`src/rtl/reset_seq_pkg.sv`:
```
// Shared types and constants for the staged reset sequencer.
package reset_seq_pkg;

  typedef enum logic [1:0] {
    COLD  = 2'd0,
    STAGE = 2'd1,
    RUN   = 2'd2
  } state_t;

  localparam int                     RST_COUNT_W   = 8;
  localparam logic [RST_COUNT_W-1:0] RST_COUNT_MAX = 8'd255;

  function automatic logic [RST_COUNT_W-1:0] sat_inc(input logic [RST_COUNT_W-1:0] v);
    return (v == RST_COUNT_MAX) ? v : v + 8'd1;
  endfunction

endpackage

```
`src/rtl/sync_bit.sv`:
```
// Multi-flop synchroniser for a single asynchronous level.
module sync_bit #(
  parameter int STAGES = 2
) (
  input  logic clk,
  input  logic rst_n,
  input  logic d,
  output logic q
);

  logic [STAGES-1:0] sync_q;
  logic [STAGES-1:0] sync_d;

  always_comb sync_d = {sync_q[STAGES-2:0], d};

  always_ff @(posedge clk or negedge rst_n) begin
    if (!rst_n) sync_q <= '0;
    else        sync_q <= sync_d;
  end

  assign q = sync_q[STAGES-1];

endmodule

```
`src/rtl/reset_sequencer.sv`:
```
// Holds NUM_CH reset domains until lock + cold wait, then releases them one
// by one; re-sequences on lock loss or soft request. Also a free-running CE.
module reset_sequencer
  import reset_seq_pkg::*;
#(
  parameter int NUM_CH      = 4,
  parameter int COLD_CYCLES = 16384,
  parameter int STAGE_GAP   = 256,
  parameter int SYNC_STAGES = 2,
  parameter int DIV         = 2
) (
  input  logic                   clk200,
  input  logic                   sys_rst_n,
  input  logic                   pll_locked,
  input  logic                   soft_rst_req,
  output logic [NUM_CH-1:0]      rst_out,
  output logic                   all_ready,
  output logic [1:0]             state_o,
  output logic [RST_COUNT_W-1:0] rst_count,
  output logic                   ce_div
);

  localparam int CNT_MAX = (COLD_CYCLES > STAGE_GAP) ? COLD_CYCLES : STAGE_GAP;
  localparam int CNT_W   = $clog2(CNT_MAX + 1);
  localparam int IDX_W   = $clog2(NUM_CH + 1);
  localparam int DIV_W   = (DIV > 1) ? $clog2(DIV) : 1;

  localparam logic [CNT_W-1:0] COLD_LAST = CNT_W'(COLD_CYCLES - 1);
  localparam logic [CNT_W-1:0] GAP_LAST  = CNT_W'(STAGE_GAP - 1);
  localparam logic [IDX_W-1:0] IDX_LAST  = IDX_W'(NUM_CH - 1);
  localparam logic [DIV_W-1:0] DIV_LAST  = DIV_W'(DIV - 1);

  logic locked_s;

  sync_bit #(.STAGES(SYNC_STAGES)) u_lock_sync (
    .clk   (clk200),
    .rst_n (sys_rst_n),
    .d     (pll_locked),
    .q     (locked_s)
  );

  state_t                 state_q, state_d;
  logic [CNT_W-1:0]       cnt_q,   cnt_d;
  logic [IDX_W-1:0]       idx_q,   idx_d;
  logic [NUM_CH-1:0]      rst_q,   rst_d;
  logic                   ready_q, ready_d;
  logic [RST_COUNT_W-1:0] rcnt_q,  rcnt_d;
  logic [DIV_W-1:0]       div_q,   div_d;
  logic                   ce_q,    ce_d;

  always_comb begin
    state_d = state_q;
    cnt_d   = cnt_q;
    idx_d   = idx_q;
    rst_d   = rst_q;
    ready_d = ready_q;
    rcnt_d  = rcnt_q;

    unique case (state_q)
      COLD: begin
        if (!locked_s) begin
          cnt_d = '0;
        end else if (cnt_q == COLD_LAST) begin
          state_d = STAGE;
          cnt_d   = '0;
          idx_d   = '0;
        end else begin
          cnt_d = cnt_q + 1'b1;
        end
      end

      STAGE: begin
        if (!locked_s) begin
          state_d = COLD;
          cnt_d   = '0;
          idx_d   = '0;
          rst_d   = '1;
          ready_d = 1'b0;
          rcnt_d  = sat_inc(rcnt_q);
        end else if (cnt_q == GAP_LAST) begin
          for (int k = 0; k < NUM_CH; k++) begin
            if (idx_q == IDX_W'(k)) rst_d[k] = 1'b0;
          end
          idx_d = idx_q + 1'b1;
          cnt_d = '0;
          if (idx_q == IDX_LAST) begin
            state_d = RUN;
            ready_d = 1'b1;
          end
        end else begin
          cnt_d = cnt_q + 1'b1;
        end
      end

      RUN: begin
        // Lock loss takes priority over a coincident soft request.
        if (!locked_s) begin
          state_d = COLD;
          cnt_d   = '0;
          idx_d   = '0;
          rst_d   = '1;
          ready_d = 1'b0;
          rcnt_d  = sat_inc(rcnt_q);
        end else if (soft_rst_req) begin
          state_d = STAGE;
          cnt_d   = '0;
          idx_d   = '0;
          rst_d   = '1;
          ready_d = 1'b0;
          rcnt_d  = sat_inc(rcnt_q);
        end
      end

      default: begin
        state_d = COLD;
        cnt_d   = '0;
        idx_d   = '0;
        rst_d   = '1;
        ready_d = 1'b0;
      end
    endcase
  end

  // With DIV=1 the counter never leaves 0, so the wrap (and ce) fires every cycle.
  always_comb begin
    ce_d  = (div_q == DIV_LAST);
    div_d = ce_d ? '0 : div_q + 1'b1;
  end

  always_ff @(posedge clk200 or negedge sys_rst_n) begin
    if (!sys_rst_n) begin
      state_q <= COLD;
      cnt_q   <= '0;
      idx_q   <= '0;
      rst_q   <= '1;
      ready_q <= 1'b0;
      rcnt_q  <= '0;
      div_q   <= '0;
      ce_q    <= 1'b0;
    end else begin
      state_q <= state_d;
      cnt_q   <= cnt_d;
      idx_q   <= idx_d;
      rst_q   <= rst_d;
      ready_q <= ready_d;
      rcnt_q  <= rcnt_d;
      div_q   <= div_d;
      ce_q    <= ce_d;
    end
  end

  assign rst_out   = rst_q;
  assign all_ready = ready_q;
  assign state_o   = state_q;
  assign rst_count = rcnt_q;
  assign ce_div    = ce_q;

endmodule
```
`config.mk`:
```
export PLATFORM = sky130hd
export DESIGN_NAME = reset_sequencer
export DESIGN_NICKNAME = d
export VERILOG_FILES = /design/src/rtl/reset_seq_pkg.sv /design/src/rtl/sync_bit.sv /design/src/rtl/reset_sequencer.sv
export SDC_FILE = /design/constraint.sdc
export NUM_CORES = 1
export LEC_CHECK = 0
export CORE_MARGIN = 10
export CORE_UTILIZATION = 40
export CTS_CLUSTER_DIAMETER = 50
export CTS_CLUSTER_SIZE = 24
export DETAILED_ROUTE_END_ITERATION = 10
export GPL_TIMING_DRIVEN = 0
export PLACE_DENSITY_LB_ADDON = 0.3
export SETUP_SLACK_MARGIN = 0.05
export SLEW_MARGIN = 20
export SYNTH_ARGS = -nofsm -noshare
export SYNTH_HDL_FRONTEND = slang
export SYNTH_SLANG_ARGS = --single-unit
```
`constraint.sdc`:
```
create_clock -name clk200 -period 3.31 [get_ports clk200]
set_clock_uncertainty 0.1 [all_clocks]
set_input_delay 0.4965 -clock clk200 [delete_from_list [all_inputs] [get_ports clk200]]
set_output_delay 0.4965 -clock clk200 [all_outputs]
set_load 0.01 [all_outputs]
```
# After elaboration in Yosys (flattened, before gate mapping)

Cells that the tools add are included.

Register bits: 37
Bits of input ports: 4
Logic and storage cells: 87
Output and inout bits: 16

Add/sub/neg operators: 4
Multiplexer cells: 43
Reduce and logical (&&, ||, !) cells: 10
Bitwise gates (word level): 1
Equal/unequal tests: 17

Operators with widths:

| operator                                               | count |
|---|---|
| 2-to-1 mux 15 bit                                      | 6 |
| one-hot mux 15 bit (3 select lines)                    | 1 |
| 2-to-1 mux 8 bit                                       | 4 |
| AND reduction 4 bit                                    | 5 |
| 2-to-1 mux 3 bit                                       | 6 |
| inequality test 3 bit (second input constant)          | 6 |
| 2-to-1 mux 4 bit                                       | 4 |
| one-hot mux 8 bit (2 select lines)                     | 1 |
| adder 15 x 1 -> 15 bit (second input constant)         | 1 |
| equality test 15 x 14 -> 1 bit (second input constant) | 1 |
| equality test 15 x 8 -> 1 bit (second input constant)  | 1 |
| 2-to-1 mux 2 bit                                       | 7 |
| one-hot mux 4 bit (3 select lines)                     | 1 |
| 2-to-1 mux 1 bit                                       | 10 |
| one-hot mux 3 bit (3 select lines)                     | 1 |
| adder 8 x 1 -> 8 bit (second input constant)           | 1 |
| equality test 8 bit (second input constant)            | 1 |
| equality test 3 x 2 -> 1 bit (second input constant)   | 2 |
| one-hot mux 2 bit (3 select lines)                     | 1 |
| AND reduction 5 bit                                    | 1 |
| inequality test 2 bit (second input constant)          | 2 |
| adder 3 x 1 -> 3 bit (second input constant)           | 1 |
| equality test 3 x 1 -> 1 bit (second input constant)   | 1 |
| logical NOT 3 bit                                      | 1 |
| other kinds (9)                                        | 9 |

# Longest topological paths before layout

Gate-level depths: netlist of the first run.

Depth in word-level cells: 5
Mapped depth: 7
Mapped depth without buffers: 7

# Modules after synthesis

A second synthesis of the first run with hierarchy kept.

Cells, all modules: 204
Area total of the unflattened synthesis: 2093.3 um2

By module, submodules not included:

| module          | area an instance (um2) | cells each | instances | seq. area each (um2) |
|---|---|---|---|---|
| reset_sequencer | 2043.2                 | 202        | 1         | 880.8 |
| sync_bit        | 50.0                   | 2          | 1         | 50.0 |

# Worst setup path after synthesis of the first run

No wires, ideal clock.

Path type: register to register
Start point: register cnt_q[10]
End point: register state_q[0] (netlist: state_o[0])
Data arrival time: 2239 ps
Required time: 3085 ps
Cell stages (with the launch flop): 6
Slack: 846 ps
Clock period less this slack: 2464 ps
Setup time: 125 ps
Buffers on the path: 0
Path through: dfrtp_1 or4_1 or4_4 a211oi_4 o21ai_2 mux2_4

Longest elaborated chain between the ends: 3
Elaborated cells between the ends (all ways): 5
Classes of those cells: eq/ne: 4; reduce/logical: 1

RTL lines:

| item                                                                            | RTL line                                     | RTL |
|---|---|---|
| from (decl)                                                                     | reset_sequencer.sv:43                        | `logic [CNT_W-1:0] cnt_q, cnt_d;` |
| from (signal assigned)                                                          | reset_sequencer.sv:142                       | `cnt_q <= cnt_d;` |
| equality test 15 x 8 -> 1 bit or equality test 15 x 14 -> 1 bit (tied branches) | reset_sequencer.sv:80, reset_sequencer.sv:63 |  |
| inequality test 3 bit (no source line) or inequality test 2 bit (tied branches) | -                                            |  |
| AND reduction 5 bit (no source line) (*)                                        | -                                            |  |
| to (signal assigned)                                                            | reset_sequencer.sv:141                       | `state_q <= state_d;` |
| to (decl)                                                                       | reset_sequencer.sv:42                        | `state_t state_q, state_d;` |

Every way passes the cells marked *; elsewhere a longest branch is shown, timed or not.
A chain may end at the register's enable or synchronous reset.

# Worst setup path in the final report of the first run

Start point: register cnt_q[10]
End point: register cnt_q[5]

Longest elaborated chain between the ends: 4
Elaborated cells between the ends (all ways): 7
Classes of those cells: eq/ne: 2; mux: 5

RTL lines:

| item                                                                            | RTL line                                     | RTL |
|---|---|---|
| equality test 15 x 8 -> 1 bit or equality test 15 x 14 -> 1 bit (tied branches) | reset_sequencer.sv:80, reset_sequencer.sv:63 |  |
| 2-to-1 mux 15 bit (on tied branches)                                            | reset_sequencer.sv:80, reset_sequencer.sv:63 |  |
| 2-to-1 mux 15 bit (on tied branches)                                            | reset_sequencer.sv:73, reset_sequencer.sv:61 |  |
| one-hot mux 15 bit (3 select lines) (*)                                         | reset_sequencer.sv:59                        | `unique case (state_q)` |

Marked as above.

==> run summary, run 1 <==
Status = complete, no violations
Synth area leader = dfrtp_1
Max-cap violations = 0
CP top delay family = simple AND/OR/NAND/NOR gates
Worst Tran Pin Value = 0.684 ns
Slew Viols, Final = 0
Mapped Cells = 187
DR vias = 1434
Top FF cell, synth = dfrtp_1
Synth warn = 0
Post-route DRC violation count = 0
Vias per inst = 5.33
Most frequent cells after synthesis = dfrtp_1 (33), nand2_1 (16), nor2_1 (12)
Crit path buffers/inverters = 0
Insertion delay to the later sink of the worst-skew pair = 0.29 ns
Overall power = 0.903 mW
CTS sink count = 37
GR Overflow Total = 0
Vias in the first global route = 1456
DRT iter0 DRCs = 74
GPL Wtd Cong = 0.807
Area growth from synthesis to layout = 20.8%
CTS clk-pin slew, worst paths = 0.08 ns
CTS buffer count = 5
Setup_tns = 0 ns
Total GRT Usage = 10.8%
CP startpoint = cnt_q[10]
FF+latch count, synth = 37
DP Wirelength = 2.78 mm
Post-CTS setup buffers = 0
H-Tree Depth = 2
Synth Cell Area = 1930 sq um
Rows = 25
Maximum VDD drop = 0.190 mV
Data required time at the worst endpoint = 3.38 ns
CTS Buffer Depth = 2
Post-Route WL = 3.85 mm
Syn nets = 202
Hold Buf Count CTS = 0
Number of synthesized flops with an enable pin = 0
Final Hold Vio Count = 0
Peak Freq = 367 MHz
Root Buffer = clkbuf_8
Initial antenna violation count = 0
Most frequent cell after synthesis = dfrtp_1
# diodes = 0
Chip width = 89.4 microns
Core area = 4690 sq um
Routed Antenna Nets = 0
# setup viols final = 0
CP endpoint kind = register
Largest cells by area after synthesis = dfrtp_1 (43%), ha_1 (7.1%), dfstp_2 (5.5%)
Nets = 229
Crit Path Class = register to register
Ports = 20
Power Density = 388 nW/um^2
Min Tclk post-route = 2.72 ns
Startpoint types = register
Die Height = 89.4 microns
Leak = 0.958 nW
Pin count of the biggest net entering global routing = 22
Critical-path top delay cell = a21oi_1
Die ar. = 7990 sq um
Port buffer count = 19
CTS tree = yes
Worst-path maximum fanout = 9
RSZ-0062 raised after global routing = no
First-pass GRT wire length = 6.81 mm
Rel. slew slack = 54.4%
Fin crit share = 82.3%
Initial core utilization = 41.1%
Max stage delay on crit path = 0.59 ns
Synth cell types = 44
Share of the synthesized area in the top cell type = 42.9%
Share of cells above drive strength 1 = 11.6%
Total iterations of the first detailed-routing run = 4
Worst r2r src = cnt_q[10]
Worst EP arrival = 2.79 ns
Hold WC Path Type = input pin to async pin
Filler cells = 438
Cells along the critical path = or4_1 -> or4_4 -> a21oi_1 -> o21ai_0 -> o2bb2ai_1
Wirelength per Cell = 14.3 microns
Syn_area_per_cell = 10.3 sq um
Register area share after synthesis = 48.3%
Share of flip-flops with an asynchronous set or reset = 100%
Post-CTS sizing = 0
==> final timing paths <==
check | slack (ns) | depth (start not counted) | end
max | 0.59 | 5 | cnt_q[5]
min | 0.03 | 1 | cnt_q[6]
max reg2reg | 0.59 | 5 | cnt_q[5]
min reg2reg | 0.25 | 0 | u_lock_sync.sync_q[1]
max in group asynchronous | 2.64 | 2 | cnt_q[14]
min in group clk200 | 0.25 | 0 | u_lock_sync.sync_q[1]
==> metrics by stage <==
stage	cell area, sq um	hold WS (ns)	std cells	util, %	worst slack, ns
3_3_place_gp	2180	0.233	260	46.6	0.615
2_1_floorplan	1930	0.101	187	-	0.846
6_report	2330	0.0289	269	49.6	0.587
5_1_grt	2330	0.0639	269	49.6	0.398
4_1_cts	2330	0.0433	269	49.6	0.601
3_5_place_dp	2210	0.235	261	47.0	0.612
==> power by group <==
group          switching [mW]  internal [mW]  leakage (nW)
Combinational          0.0172         0.0108         0.414
Sequential            0.00432          0.456         0.487
Clock                   0.169          0.245        0.0574
==> layer usage <==
metal	share of wire, %	up-vias	GRT usage, %
li1	-	728	-
met1	51	678	14.2
met2	41	21	15.2
met3	6.1	7	4.47
met4	1.9	0	4.77
met5	0	-	0
==> area by class of cell <==
type                            count  area [sq um]  area share (%)
Buffer                              3          11.3           0.484
Clock buffer                        6          82.6            3.55
Clock inverter                      2          37.5            1.61
Inverter                            7          26.3            1.13
Multi-Input combinational cell    140           958            41.2
Sequential cell                    37           931            40.0
Tap cell                           54          67.6            2.90
Timing Repair Buffer               20           213            9.14
==> cell families after synthesis <==
kind of cell,count (synthesis),synth area share [%]
AOI/OAI and AO/OA,38,13.9
adders and majority gates,11,7.14
xor gates and xnor gates,10,4.55
DFF,37,48.3
buffers and inverters,10,1.95
muxes,4,2.47
and+or+nand+nor,77,21.7
==> cell usage in the layout, fill, tap and decap left out, drive strengths merged, types with 3 or more instances in the layout <==
master,n
ha,11
and3,4
nor3,4
nand2b,4
and2,4
a21o,5
nand4,11
dfrtp,33
nand3b,3
clkbuf,9
nand2,16
nand3,8
or4,3
clkdlybuf4s50,18
nor2,13
a21oi,7
dfstp,4
xnor2,8
o21ai,13
mux2,3
o2bb2ai,3
inv,7
==> sequential cells by signal, summed over array words and instances (netlist names) <==
name	count
state_o	2
cnt_q	15
all_ready	1
ce_d	1
u_lock_sync.sync_q	2
ce_div	1
rst_out	4
rst_count	8
idx_q	3
Note: power is estimated with default switching activity, not from simulation.
==> run 2, diff against run 1 <==
Clock period 3.31 ns to 2.7 ns, I/O delays scaled along.
==> run 2 against run 1 <==
Against the previous run:
- clock power up 23%
- sequential cell count unchanged
- total power up 23%
- final cell count rose by 1.5%
- design area increased by 2.5%
- global-route usage is 0.076 points higher
- worst setup slack worse by 0.44 ns
- maximum frequency increased by 6.5%
- critical path type unchanged
- critical endpoint is now state_o[0]
- largest cell class unchanged
- largest power group unchanged
==> run summary, run 2 (same netlist as run 1, synthesis figures left out) <==
GR Overflow Total = 0
# diodes = 0
Maximum VDD drop = 0.233 mV
Initial core utilization = 41.1%
Internal power = 0.874 mW
Post-place setup slack = 0.00183 ns
Initial antenna violation count = 0
First-pass GRT wire length = 6.87 mm
Chip width = 89.4 microns
DP Wirelength = 2.78 mm
Inst Count DP = 261
CTS clk-pin slew, worst paths = 0.08 ns
Worst-path maximum fanout = 7
Worst Tran Pin Value = 0.671 ns
Root Buffer = clkbuf_8
R2R Setup Slk = 0.14 ns
Post-route insts no fill = 273
Ports = 20
Cell area after layout = 2390 sq um
CP endpoint kind = register
Met1 usage in global routing = 14.3%
Data required time at the worst endpoint = 2.79 ns
Min Tclk post-route = 2.56 ns
CP startpoint = cnt_q[10]
Rel. slew slack = 55.1%
Sw frac = 21.4%
Area growth from synthesis to layout = 23.8%
Most frequent cells in the layout = dfrtp_1 (33), clkdlybuf4s50_1 (18), nand2_1 (16), nor2_1 (12)
Startpoint types = register
CP Capture Point = state_o[0]
Post-Route WL = 3.93 mm
Most common cell after layout, fill and taps aside = dfrtp_1
GPL Wtd Cong = 0.807
Setup_tns = 0 ns
CTS Buffer Depth = 2
Die Height = 89.4 microns
NetSw = 0.237 mW
CTS tree = yes
Cell area after placement = 2210 sq um
Rows = 25
Filler cells = 436
Max reg flops = 15
RSZ-0062 raised after global routing = no
Share of cells above drive strength 1 = 14.6%
CTS buffer count = 5
Hold WC Path Type = register to register
Final setup margin = 0.143 ns
Die ar. = 7990 sq um
CTS sink count = 37
Routed Antenna Nets = 0
Biggest register = cnt_q
Clock network fraction of total power = 45.9%
Slew Viols, Final = 0
Vias per inst = 5.35
Core area = 4690 sq um
Reg-to-Reg End = state_o[0]
Power Density = 466 nW/um^2
DRT iter0 DRCs = 78
Peak Freq = 391 MHz
Wirelength per Cell = 14.4 microns
Max-cap violations = 0
Crit Path Class = register to register
Fin crit share = 94.7%
DR vias = 1460
Cells on worst reg2reg path = 5
Total iterations of the first detailed-routing run = 4
H-Tree Depth = 2
Total GRT Usage = 10.9%
Fin util = 50.9%
GRT met3 Usage = 4.56%
Nets = 233
Layer carrying the most global-route usage = met2
Port buffer count = 19
Leak = 0.985 nW
Pin count of the biggest net entering global routing = 22
Worst r2r src = cnt_q[10]
Post-route DRC violation count = 0
Worst EP arrival = 2.65 ns
Sequential power share = 50.7%
# setup viols final = 0
Status = complete, no violations
Vias in the first global route = 1464
Comb pwr share = 3.3%
Final Hold Vio Count = 0
Met2 usage = 15.0%
Insertion delay to the later sink of the worst-skew pair = 0.30 ns
## run 2: cell types whose count changed in the layout (fill, tap and decap cells not counted)
| cell | previous run | this run |
|---|---|---|
| buf_4 | 0 | 3 |
| a21oi_1 | 7 | 6 |
| a21oi_2 | 0 | 1 |
| dlygate4sd3_1 | 0 | 1 |
| nor3_1 | 4 | 3 |
| nor3_2 | 0 | 1 |
| nor4_1 | 1 | 0 |
| nor4_2 | 0 | 1 |
| o21ai_1 | 1 | 0 |
| o21ai_4 | 0 | 1 |
## run 2: repair_timing
item | in CTS | in global routing
setup endpoints to repair | 5 | 8
resized for setup | 2 | 3
hold endpoints to repair | 12 | 0
hold buffers | 1 | 0
pin swaps | 0 | 1
buffers inserted | 0 | 3
## run 2: how the worst min path moves through the flow
stage | startpoint | end | slack (ns) | cells past startpoint
2_1_floorplan | sys_rst_n | all_ready | 0.009 | 0
3_3_place_gp | u_lock_sync.sync_q[0] | u_lock_sync.sync_q[1] | 0.23 | 0
3_5_place_dp | u_lock_sync.sync_q[0] | u_lock_sync.sync_q[1] | 0.23 | 0
4_1_cts | u_lock_sync.sync_q[0] | u_lock_sync.sync_q[1] | 0.25 | 0
5_1_grt | u_lock_sync.sync_q[0] | u_lock_sync.sync_q[1] | 0.28 | 0
6_report | u_lock_sync.sync_q[0] | u_lock_sync.sync_q[1] | 0.25 | 0
## run 2: per-layer routing
layer  part of all wire (%)  up-vias
met3                    6.2        7
met1                     51      691
met5                      0        -
met2                     41       24
li1                       -      738
met4                    1.8        0
## run 2: power by group through the flow
stage / sequential (mW) / clock, mW / combinational, mW
2_1_floorplan: 0.574 / 0 / 0.0123
3_3_place_gp: 0.575 / 0 / 0.0311
3_5_place_dp: 0.575 / 0 / 0.0357
4_1_cts: 0.564 / 0.524 / 0.0375
5_1_grt: 0.565 / 0.546 / 0.0433
6_report: 0.564 / 0.511 / 0.0371
## run 2: per-stage QoR
stage               hold WS (ns)  power [mW]
floorplan                0.00941       0.586
global placement           0.233       0.606
detailed placement         0.235       0.611
CTS                        0.253        1.13
global route               0.279        1.15
finish                     0.252        1.11
## run 2: worst max-delay path: stages, from the launching register on
cell	delay (ns)
dfrtp_1	0.44
or4_1	0.55
or4_4	0.58
a211oi_4	0.38
o21ai_2	0.11
mux2_4	0.30
## run 2: area by class of cell
class | instances | area, sq um | area share, %
clock inverters | 2 | 37.5 | 1.57
clock buffers | 6 | 82.6 | 3.46
flip-flops and latches | 37 | 931 | 39.0
inverters | 7 | 26.3 | 1.10
plain buffers | 3 | 11.3 | 0.472
well taps | 54 | 67.6 | 2.83
multi-input cells | 140 | 985 | 41.3
repair buffers | 24 | 245 | 10.3
